**src/rtl/dds_pkg.sv**
```systemverilog
// Shared definitions for the DDS voice scheduler: pipeline and allocator state
// encodings plus default sizing constants.
package dds_pkg;

  localparam int DEF_NUM_VOICES = 8;
  localparam int DEF_VOICE_W    = 8;
  localparam int DEF_NOTE_W     = 7;

  // DDS pipeline step presented to the datapath; values are visible on a port.
  typedef enum logic [1:0] {
    PS_READ    = 2'd0,
    PS_COMPUTE = 2'd1,
    PS_UPDATE  = 2'd2,
    PS_IDLE    = 2'd3
  } ps_e;

  // Voice allocator control states.
  typedef enum logic [1:0] {
    AL_IDLE   = 2'd0,
    AL_SEARCH = 2'd1,
    AL_ISSUE  = 2'd2,
    AL_WAIT   = 2'd3
  } al_state_e;

endpackage

```
**src/rtl/dds_voice_scheduler_voice_allocator.sv**
```systemverilog
// Voice allocator: owns the voice table and round-robin steal pointer, turns
// note-on/off requests into table updates, and paces DDS tuning updates so the
// DDS one-deep update buffer is drained before the next one is issued.
module voice_allocator
  import dds_pkg::*;
#(
  parameter int NUM_VOICES = DEF_NUM_VOICES,
  parameter int VOICE_W    = DEF_VOICE_W,
  parameter int NOTE_W     = DEF_NOTE_W
) (
  input  logic                  i_clk,
  input  logic                  i_reset_n,
  input  logic                  i_note_valid,
  input  logic                  i_note_on,
  input  logic [NOTE_W-1:0]     i_note,
  input  logic [1:0]            i_pipeline_state,
  output logic                  o_note_ready,
  output logic                  o_upd_flag,
  output logic [NOTE_W-1:0]     o_upd_note,
  output logic [VOICE_W-1:0]    o_upd_voice,
  output logic [NUM_VOICES-1:0] o_gate
);

  localparam int IDX_W = (NUM_VOICES > 1) ? $clog2(NUM_VOICES) : 1;
  localparam logic [IDX_W-1:0] LAST_IDX = IDX_W'(NUM_VOICES - 1);

  al_state_e                 state_q, state_d;
  logic                      req_on_q, req_on_d;
  logic [NOTE_W-1:0]         req_note_q, req_note_d;
  logic [IDX_W-1:0]          scan_q, scan_d;
  logic                      match_found_q, match_found_d;
  logic [IDX_W-1:0]          match_idx_q, match_idx_d;
  logic                      free_found_q, free_found_d;
  logic [IDX_W-1:0]          free_idx_q, free_idx_d;
  logic [IDX_W-1:0]          rr_q, rr_d;
  logic [NUM_VOICES-1:0]     active_q, active_d;
  logic [NOTE_W-1:0]         note_tab_q [NUM_VOICES];
  logic [NOTE_W-1:0]         note_tab_d [NUM_VOICES];
  logic [NOTE_W-1:0]         upd_note_q, upd_note_d;
  logic [VOICE_W-1:0]        upd_voice_q, upd_voice_d;
  logic                      seen_q, seen_d;

  // Search results including the entry examined this cycle.
  logic                      eff_match_found, eff_free_found;
  logic [IDX_W-1:0]          eff_match_idx, eff_free_idx;
  logic [IDX_W-1:0]          target;

  // Allocator next-state: scan the table, pick a voice, update the table, pace the pulse.
  always_comb begin
    // NOTE: every signal assigned below gets a default first, so no path leaves one
    // unassigned and no latch is inferred.
    state_d       = state_q;
    req_on_d      = req_on_q;
    req_note_d    = req_note_q;
    scan_d        = scan_q;
    match_found_d = match_found_q;
    match_idx_d   = match_idx_q;
    free_found_d  = free_found_q;
    free_idx_d    = free_idx_q;
    rr_d          = rr_q;
    active_d      = active_q;
    note_tab_d    = note_tab_q;
    upd_note_d    = upd_note_q;
    upd_voice_d   = upd_voice_q;
    seen_d        = seen_q;
    target        = '0;

    eff_match_found = match_found_q ||
                      (active_q[scan_q] && (note_tab_q[scan_q] == req_note_q));
    eff_match_idx   = match_found_q ? match_idx_q : scan_q;
    eff_free_found  = free_found_q || !active_q[scan_q];
    eff_free_idx    = free_found_q ? free_idx_q : scan_q;

    case (state_q)
      AL_IDLE: begin
        if (i_note_valid) begin
          req_on_d      = i_note_on;
          req_note_d    = i_note;
          scan_d        = '0;
          match_found_d = 1'b0;
          free_found_d  = 1'b0;
          state_d       = AL_SEARCH;
        end
      end
      AL_SEARCH: begin
        match_found_d = eff_match_found;
        match_idx_d   = eff_match_idx;
        free_found_d  = eff_free_found;
        free_idx_d    = eff_free_idx;
        scan_d        = scan_q + 1'b1;
        if (scan_q == LAST_IDX) begin
          if (req_on_q) begin
            // Retrigger beats a free voice; stealing is the last resort.
            if (eff_match_found) begin
              target = eff_match_idx;
            end else if (eff_free_found) begin
              target = eff_free_idx;
            end else begin
              target = rr_q;
              rr_d   = (rr_q == LAST_IDX) ? '0 : rr_q + 1'b1;
            end
            active_d[target]   = 1'b1;
            note_tab_d[target] = req_note_q;
            upd_note_d         = req_note_q;
            upd_voice_d        = VOICE_W'(target);
            state_d            = AL_ISSUE;
          end else begin
            // A release needs no DDS retune; an unmatched release does nothing.
            if (eff_match_found) begin
              active_d[eff_match_idx] = 1'b0;
            end
            state_d = AL_IDLE;
          end
        end
      end
      AL_ISSUE: begin
        seen_d  = 1'b0;
        state_d = AL_WAIT;
      end
      AL_WAIT: begin
        // The DDS drains its buffered update during a state-2 cycle; allow one more
        // cycle after that before another update may be issued.
        if (seen_q) begin
          state_d = AL_IDLE;
        end else if (i_pipeline_state == PS_UPDATE) begin
          seen_d = 1'b1;
        end
      end
      default: state_d = AL_IDLE;
    endcase
  end

  // Allocator registers.
  always_ff @(posedge i_clk or negedge i_reset_n) begin
    if (!i_reset_n) begin
      state_q       <= AL_IDLE;
      req_on_q      <= 1'b0;
      req_note_q    <= '0;
      scan_q        <= '0;
      match_found_q <= 1'b0;
      match_idx_q   <= '0;
      free_found_q  <= 1'b0;
      free_idx_q    <= '0;
      rr_q          <= '0;
      active_q      <= '0;
      // NOTE: the note table is cleared with the rest of the voice table so the
      // post-reset contents are fully defined, not just the active bits.
      for (int i = 0; i < NUM_VOICES; i++) begin
        note_tab_q[i] <= '0;
      end
      upd_note_q    <= '0;
      upd_voice_q   <= '0;
      seen_q        <= 1'b0;
    end else begin
      // NOTE: non-blocking assignments keep every flop sampling pre-edge values.
      state_q       <= state_d;
      req_on_q      <= req_on_d;
      req_note_q    <= req_note_d;
      scan_q        <= scan_d;
      match_found_q <= match_found_d;
      match_idx_q   <= match_idx_d;
      free_found_q  <= free_found_d;
      free_idx_q    <= free_idx_d;
      rr_q          <= rr_d;
      active_q      <= active_d;
      note_tab_q    <= note_tab_d;
      upd_note_q    <= upd_note_d;
      upd_voice_q   <= upd_voice_d;
      seen_q        <= seen_d;
    end
  end

  assign o_note_ready = (state_q == AL_IDLE);
  assign o_upd_flag   = (state_q == AL_ISSUE);
  assign o_upd_note   = upd_note_q;
  assign o_upd_voice  = upd_voice_q;
  assign o_gate       = active_q;

endmodule

```
**src/rtl/dds_voice_scheduler.sv**
```systemverilog
// DDS voice scheduler top: per sample tick, steps the DDS pipeline through
// read/compute/update for every voice, flags overlapping ticks, and hosts the
// voice allocator that feeds tuning updates and the mixer gate mask.
module dds_voice_scheduler
  import dds_pkg::*;
#(
  parameter int NUM_VOICES = DEF_NUM_VOICES,
  parameter int VOICE_W    = DEF_VOICE_W,
  parameter int NOTE_W     = DEF_NOTE_W
) (
  input  logic                  i_clk,
  input  logic                  i_reset_n,
  input  logic                  i_sample_tick,
  input  logic                  i_note_valid,
  input  logic                  i_note_on,
  input  logic [NOTE_W-1:0]     i_note,
  output logic                  o_note_ready,
  output logic [1:0]            o_pipeline_state,
  output logic [VOICE_W-1:0]    o_voice_index,
  output logic                  o_upd_flag,
  output logic [NOTE_W-1:0]     o_upd_note,
  output logic [VOICE_W-1:0]    o_upd_voice,
  output logic [NUM_VOICES-1:0] o_gate,
  output logic                  o_frame_done,
  output logic                  o_overrun
);

  localparam logic [VOICE_W-1:0] LAST_VOICE = VOICE_W'(NUM_VOICES - 1);

  ps_e                ps_q, ps_d;
  logic [VOICE_W-1:0] voice_q, voice_d;
  logic               frame_done_q, frame_done_d;
  logic               overrun_q, overrun_d;

  // Frame sequencer: 0,1,2 per voice for all voices, then back to idle with a done pulse.
  always_comb begin
    ps_d         = ps_q;
    voice_d      = voice_q;
    frame_done_d = 1'b0;
    overrun_d    = overrun_q;

    // The done cycle still belongs to the previous frame, so a tick there is dropped too.
    if (i_sample_tick && ((ps_q != PS_IDLE) || frame_done_q)) begin
      overrun_d = 1'b1;
    end

    case (ps_q)
      PS_IDLE: begin
        if (i_sample_tick && !frame_done_q) begin
          ps_d    = PS_READ;
          voice_d = '0;
        end
      end
      PS_READ:    ps_d = PS_COMPUTE;
      PS_COMPUTE: ps_d = PS_UPDATE;
      PS_UPDATE: begin
        if (voice_q == LAST_VOICE) begin
          ps_d         = PS_IDLE;
          voice_d      = '0;
          frame_done_d = 1'b1;
        end else begin
          ps_d    = PS_READ;
          voice_d = voice_q + 1'b1;
        end
      end
      default: ps_d = PS_IDLE;
    endcase
  end

  // Sequencer registers.
  always_ff @(posedge i_clk or negedge i_reset_n) begin
    if (!i_reset_n) begin
      ps_q         <= PS_IDLE;
      voice_q      <= '0;
      frame_done_q <= 1'b0;
      overrun_q    <= 1'b0;
    end else begin
      ps_q         <= ps_d;
      voice_q      <= voice_d;
      frame_done_q <= frame_done_d;
      overrun_q    <= overrun_d;
    end
  end

  assign o_pipeline_state = ps_q;
  assign o_voice_index    = voice_q;
  assign o_frame_done     = frame_done_q;
  assign o_overrun        = overrun_q;

  voice_allocator #(
    .NUM_VOICES (NUM_VOICES),
    .VOICE_W    (VOICE_W),
    .NOTE_W     (NOTE_W)
  ) u_alloc (
    .i_clk            (i_clk),
    .i_reset_n        (i_reset_n),
    .i_note_valid     (i_note_valid),
    .i_note_on        (i_note_on),
    .i_note           (i_note),
    .i_pipeline_state (o_pipeline_state),
    .o_note_ready     (o_note_ready),
    .o_upd_flag       (o_upd_flag),
    .o_upd_note       (o_upd_note),
    .o_upd_voice      (o_upd_voice),
    .o_gate           (o_gate)
  );

endmodule

```
**config.mk**
```make
export PLATFORM = sky130hd
export DESIGN_NAME = dds_voice_scheduler
export DESIGN_NICKNAME = d
export VERILOG_FILES = /design/src/rtl/dds_pkg.sv /design/src/rtl/dds_voice_scheduler_voice_allocator.sv /design/src/rtl/dds_voice_scheduler.sv
export SDC_FILE = /design/constraint.sdc
export NUM_CORES = 1
export LEC_CHECK = 0
export ABC_AREA = 1
export CAP_MARGIN = 15
export CORE_AREA = 10 10 114 157
export CTS_BUF_LIST = sky130_fd_sc_hd__clkbuf_4 sky130_fd_sc_hd__clkbuf_8 sky130_fd_sc_hd__clkbuf_16
export DETAILED_ROUTE_END_ITERATION = 7
export DIE_AREA = 0 0 124 167
export SLEW_MARGIN = 20
export SYNTH_ARGS = -nofsm -noshare
export SYNTH_HDL_FRONTEND = slang
export SYNTH_SLANG_ARGS = --single-unit
```
**constraint.sdc**
```tcl
create_clock -name i_clk -period 6.2 [get_ports i_clk]
set_clock_uncertainty 0.2 [all_clocks]
set_input_delay 0.62 -clock i_clk [delete_from_list [all_inputs] [get_ports i_clk]]
set_output_delay 0.62 -clock i_clk [all_outputs]
set_load 0.02 [all_outputs]
```
==> impl_metrics.json <==
{
  "syn_area_per_cell_um2": 7.689,
  "rsz0062_at_grt": "no",
  "io_pins": 49,
  "h-tree-depth": 3,
  "ys_seq_area_share_pct": 47.27,
  "area.growth.synth_to_final_pct": 13.55,
  "synth_cells": 765,
  "netlist.area_leader.share_pct": 46.37,
  "post-place-ws_ns": 2.529,
  "numCtsBuffers": 9,
  "fmax_mhz": 269.0,
  "drv_slew": 0,
  "crit_buf_inv": 3,
  "cp.depth": 17,
  "ys_types": 36,
  "status": "finished with violations",
  "drc": 0,
  "grt_max_degree": 78,
  "fillerInstances": 1506,
  "insertion_delay_ns": 0.36,
  "drv_cap": 0,
  "reg2reg_to": "u_alloc.note_tab_q[6]",
  "synth.area.top_cells": "dfrtp_1 (46%), nand2_1 (16%), inv_1 (6.3%)",
  "reg2reg_slack_ns": 2.48,
  "yosys-top-cells-count": "nand2_1 (251), dfrtp_1 (109), inv_1 (98)",
  "die_h_um": 167,
  "worstSetupStartpointType": "flip-flop",
  "required_ns": 6.28,
  "synth_most_common_cell": "nand2_1",
  "dp_cells": 975,
  "hp-class": "input pin to asynchronous set/reset pin",
  "p_per_area_nw_per_um2": 593.2,
  "grt_antenna_before_repair": 0,
  "drive_gt1_share_pct": 6.884,
  "drt-total-wl_um": 15860,
  "die-area_um2": 20710,
  "power.total_mw": 3.962,
  "tightest_slew_ns": 0.9643,
  "route.vias.total": 4991,
  "holdWs_ns": -0.01154,
  "grt_pass1_vias": 4858,
  "grtUsageTotal_pct": 15.79,
  "postCtsSetupBuffers": 0,
  "grt_pass1_wl_um": 25990,
  "dp.final_hpwl_um": 11640,
  "fin_crit_ns": 3.717,
  "cts_resized": 0,
  "cts_root_buf": "clkbuf_16",
  "reg2reg_depth": 17,
  "via_per_inst": 5.036,
  "setup_violations": 0,
  "overflow": 0,
  "holdBufCountCts": 0,
  "die_w_um": 124,
  "cts.sinks": 111,
  "cts.path.max_buffers": 2,
  "setup_tns_ns": 0,
  "place_area_um2": 6365,
  "path_class": "flip-flop to flip-flop",
  "period_share_pct": 59.96,
  "gp_congestion": 0.8552,
  "start_util_pct": 39.42,
  "path_max_fanout": 39,
  "cp-startpoint": "u_alloc.scan_q[1]",
  "fp-row-count": 53,
  "clk_pin_slew_ns": 0.08,
  "path_cells": "inv_1 > nand3_1 > nand3_1 > nand3_1 > nand2_1 > inv_1 > nand2_1 > nor2_1 > nand2_2 > nand2_4 > nand2_1 > nand2_1 > buf_4 > nor2_2 > nand2_2 > nand2_1 > o21ai_1",
  "relSlewSlack_pct": 35.71,
  "stdcell_count": 991,
  "cp_slowest_stage_delay_ns": 0.88,
  "synth_edf_count": 0,
  "syn_area_um2": 5882,
  "crit_family": "simple AND/OR/NAND/NOR gates",
  "ant_nets": 0,
  "n_antenna_cell": 0,
  "cpMaxStageDelayCell": "dfrtp_1",
  "hold_viol": 4,
  "r2r_start": "u_alloc.scan_q[1]",
  "synth_seq_cells": 111,
  "end_kind": "flip-flop",
  "final_util_pct": 44.76,
  "yosys_warnings": 0,
  "place.port_buffers": 43,
  "routedWlPerCell_um": 16.00,
  "dominantRegCellSynth": "dfrtp_1",
  "async_reset_ff_share_pct": 100.0,
  "cts_tree": "built",
  "core_area_um2": 14920,
  "dr.first_iter.drc_count": 350,
  "setup_slack_ns": 2.483,
  "nNetsFinal": 811,
  "leakage_nw": 3.286,
  "final_area_um2": 6679,
  "vdd.ir_drop.worst_mv": 0.2511,
  "failed_checks": "hold timing",
  "drt_pass1_iterations": 7,
  "yosysTopAreaCell": "dfrtp_1",
  "cp.arrival_ns": 3.80,
  "crit_top_cell": "nand2_1"
}
==> logic make-up after synthesis <==
| logic type | synth area share (%) |
|---|---|
| and+or+nand+nor | 31.55 |
| other | 0.06376 |
| buffers and inverters | 10.83 |
| AOI/OAI and AO/OA | 8.934 |
| xor gates and xnor gates | 0.2979 |
| adders and majority gates | 1.064 |
| DFF | 47.27 |
==> flip-flops by register name (all words and copies together) (netlist names), named ones only <==
signal and cells:
o_frame_done 1, o_overrun 1, o_pipeline_state 2, o_voice_index 8, u_alloc.free_found_q 1, u_alloc.free_idx_q 3
u_alloc.match_found_q 1, u_alloc.match_idx_q 3, u_alloc.note_tab_q 56, u_alloc.o_gate 8, u_alloc.o_upd_note 7, u_alloc.o_upd_voice 3
u_alloc.req_note_q 7, u_alloc.req_on_q 1, u_alloc.rr_q 3, u_alloc.scan_q 3, u_alloc.seen_q 1, u_alloc.state_q 1
==> per-layer routing <==
| metal | routed length (um) | vias to the layer above | global-route usage (%) |
|---|---|---|---|
| met2 | 8093 | 137 | 26.59 |
| met4 | 521 | 0 | 7.530 |
| met1 | 6440 | 2324 | 18.82 |
| met5 | 0 | - | 0 |
| met3 | 800 | 38 | 2.640 |
| li1 | - | 2492 | - |
==> worst max-delay path by stage <==
stage	end	slack, ns
final	u_alloc.note_tab_q[6]	2.48
after global placement	u_alloc.note_tab_q[42]	2.53
after global routing	u_alloc.note_tab_q[14]	2.08
after CTS	u_alloc.note_tab_q[6]	2.50
after detailed placement	u_alloc.note_tab_q[6]	2.53
after floorplan	u_alloc.note_tab_q[4]	3.82
==> where the power goes <==
group | internal, mW | switching (mW)
clock | 0.323 | 0.289
sequential | 1.01 | 0.304
combinational | 0.657 | 1.37
total | 1.99 | 1.97
==> cell usage in the layout (no fill, tap or decap), types with 5 or more instances in the layout <==
master             n
nor3_1             6
nand4_1           33
clkbuf_16          9
dfrtp_1          109
o21ai_1           31
clkdlybuf4s50_1   42
nand2_2            5
nor2_1            31
conb_1             5
o21ai_0           48
inv_2              6
nand2_1          251
ha_1               5
buf_4              5
inv_1             98
a21oi_1            9
nand3_1           58
nand2_4            5
==> layout make-up <==
type	count	area, um2	share of cell area (%)
Clock buffer	9	225.2	3.372
Clock inverter	7	88.84	1.330
Inverter	107	406.6	6.088
Multi-Input combinational cell	518	2480	37.13
Sequential cell	111	2780	41.63
Tap cell	192	240.2	3.597
Timing Repair Buffer	47	457.9	6.856
Note: power is estimated with default switching activity, not from simulation.
==> RTL edit, RTL diff (config.mk and constraints unchanged) <==
Re-encode `al_state_e` (4 states) as one-hot, 4 bits wide.
--- a/src/rtl/dds_pkg.sv
+++ b/src/rtl/dds_pkg.sv
@@ -15,11 +15,11 @@
   } ps_e;
 
   // Voice allocator control states.
-  typedef enum logic [1:0] {
-    AL_IDLE   = 2'd0,
-    AL_SEARCH = 2'd1,
-    AL_ISSUE  = 2'd2,
-    AL_WAIT   = 2'd3
+  typedef enum logic [3:0] {
+    AL_IDLE   = 4'b0001,
+    AL_SEARCH = 4'b0010,
+    AL_ISSUE  = 4'b0100,
+    AL_WAIT   = 4'b1000
   } al_state_e;
 
 endpackage
Formal check against the unedited RTL: same outputs for any inputs over 10 cycles, from zero or initial values and one cycle with i_reset_n low; not proved beyond that.
==> RTL edit against the original RTL <==
- setup slack worse by 46 ps
- largest cell class unchanged
- combinational power down 40%
- sequential cell count up 2
- design area up 4.0%
- synthesized cell count down 1.0%
- critical path depth down 2
- wire length up 0.51%
- power down 18%
- synthesized area down 0.55%
- sequential share of layout area down 0.86 points
==> RTL edit: results (changes against the original RTL) <==
- The maximum fanout count along the critical path was 24 (-38%).
- The peak supply drop came to 0.256 mV (+2.0%).
- The worst-case register-to-register setup slack came to 2440 ps (-50 ps).
- The global-route congestion overflow total is 0 (unchanged).
- The portion of the post-synthesis area used by sequential elements was 48.4% (+1.1 points).
- The leakage power is 3.39 nW (+3.2%).
- The first-pass detailed-route iteration total came to 5 (-2).
- The delay of the slowest cell on the worst path is 910 ps (+30 ps).
- The number of H-tree levels came to 4 (+1).
- The final net count was 807 (-0.49%).
- The violation count after the first detailed-route iteration was 260 (-26%).
- The flow ran to the end, and the final reports show no timing, DRC or antenna violations.
- The HPWL reported at the end of detailed placement is 11100 µm (-5.0%).
- The clock period minus worst slack came to 3760 ps (+45.9 ps).
- The clock-pin slew reported for the worst setup and hold paths after clock tree synthesis is 60 ps (-20 ps).
- The global router's overall resource usage is 16.3% (+0.47 points).
- The power dissipated by switching net loads is 1.41 mW (-28%).
- The endpoint identified for the worst register-to-register timing path is u_alloc.note_tab_q[21].
- By area the synthesized netlist is led by sky130_fd_sc_hd__dfrtp_1 47%, sky130_fd_sc_hd__nand2_1 17%, sky130_fd_sc_hd__nand3_1 7.9%.
- The global placer's final weighted congestion is 0.853 (-0.27%).
- The average wire length per cell after detail routing came to 16.0 µm (+0.11%).
- The via count of the first global-routing pass is 5164 (+6.3%).
- The arrival time of data at the critical path endpoint came to 3870 ps (+70 ps).
- The wire length of the first global-routing pass is 26800 µm (+3.0%).
- The clock network latency to the later pin of the worst-skew pair came to 420 ps (+60 ps).
- The unique cell type count in the Yosys netlist is 38 (+5.6%).
- The number of cells on the worst reg-to-reg path is 15 (-2).
- The number of buffers inserted during clock tree synthesis was 17 (+8).
RTL edit: changes by cell type after synthesis, moves of 6 or more:
cell	change
sky130_fd_sc_hd__buf_2	+10
sky130_fd_sc_hd__inv_1	-17
sky130_fd_sc_hd__nand2_1	+12
sky130_fd_sc_hd__nand2_2	+7
sky130_fd_sc_hd__nand3_1	+34
sky130_fd_sc_hd__nand4_1	-23
sky130_fd_sc_hd__nor2_1	-6
sky130_fd_sc_hd__o21ai_1	-11
RTL edit: kinds of logic after synthesis:
logic type | synth area share (%)
xor gates and xnor gates | 0.300
and+or+nand+nor | 32.3
AOI/OAI and AO/OA | 7.98
DFF | 48.4
adders and majority gates | 1.07
buffers and inverters | 9.71
other | 0.0641
muxes | 0.192
RTL edit: worst min path at each step:
stage	to	slack (ps)	depth (start not counted)	from
floorplan	o_frame_done	120	0	i_reset_n
global placement	u_alloc.note_tab_q[8]	250	2	u_alloc.note_tab_q[8]
detailed placement	u_alloc.note_tab_q[41]	260	2	u_alloc.note_tab_q[41]
CTS	u_alloc.match_found_q	110	1	i_reset_n
global route	u_alloc.rr_q[0]	130	1	i_reset_n
finish	u_alloc.match_idx_q[0]	70	1	i_reset_n
RTL edit: metrics by stage:
stage	power [mW]	area, µm²	instances
floorplan	1.89	5860	761
global placement	2.23	6320	963
detailed placement	2.23	6320	963
CTS	3.28	6950	995
global route	3.44	6950	995
finish	3.25	6950	995
RTL edit: layer usage:
| metal | share of wire [%] | vias up | track usage (%) |
|---|---|---|---|
| met1 | 42 | 2417 | 19.1 |
| met5 | 0 | - | 0 |
| met3 | 3.7 | 25 | 3.18 |
| met4 | 2.2 | 0 | 7.08 |
| li1 | - | 2465 | - |
| met2 | 52 | 98 | 27.7 |
RTL edit: worst reg2reg max path: cells and delay by family, from the launching register on:
family,cells,cell delay [ps]
AO/OA/AOI/OAI,3,810
buffers and inverters,2,360
flip-flops,1,910
AND/OR/NAND/NOR,10,1380
RTL edit: area by class of cell:
type	count	area, µm²
multi-input combinational	522	2460
timing repair buffer	45	443
clock inverter	15	196
clock buffer	17	425
fill	1511	7980
sequential	113	2830
inverter	91	344
tap	192	240
RTL edit: power by group through the flow:
stage | Combinational, mW | Sequential (mW) | Clock [mW]
after floorplan | 0.947 | 0.946 | 0
after global placement | 1.22 | 1.01 | 0
after detailed placement | 1.22 | 1.01 | 0
after CTS | 1.22 | 0.996 | 1.05
after global routing | 1.34 | 1.01 | 1.09
final | 1.21 | 0.999 | 1.04
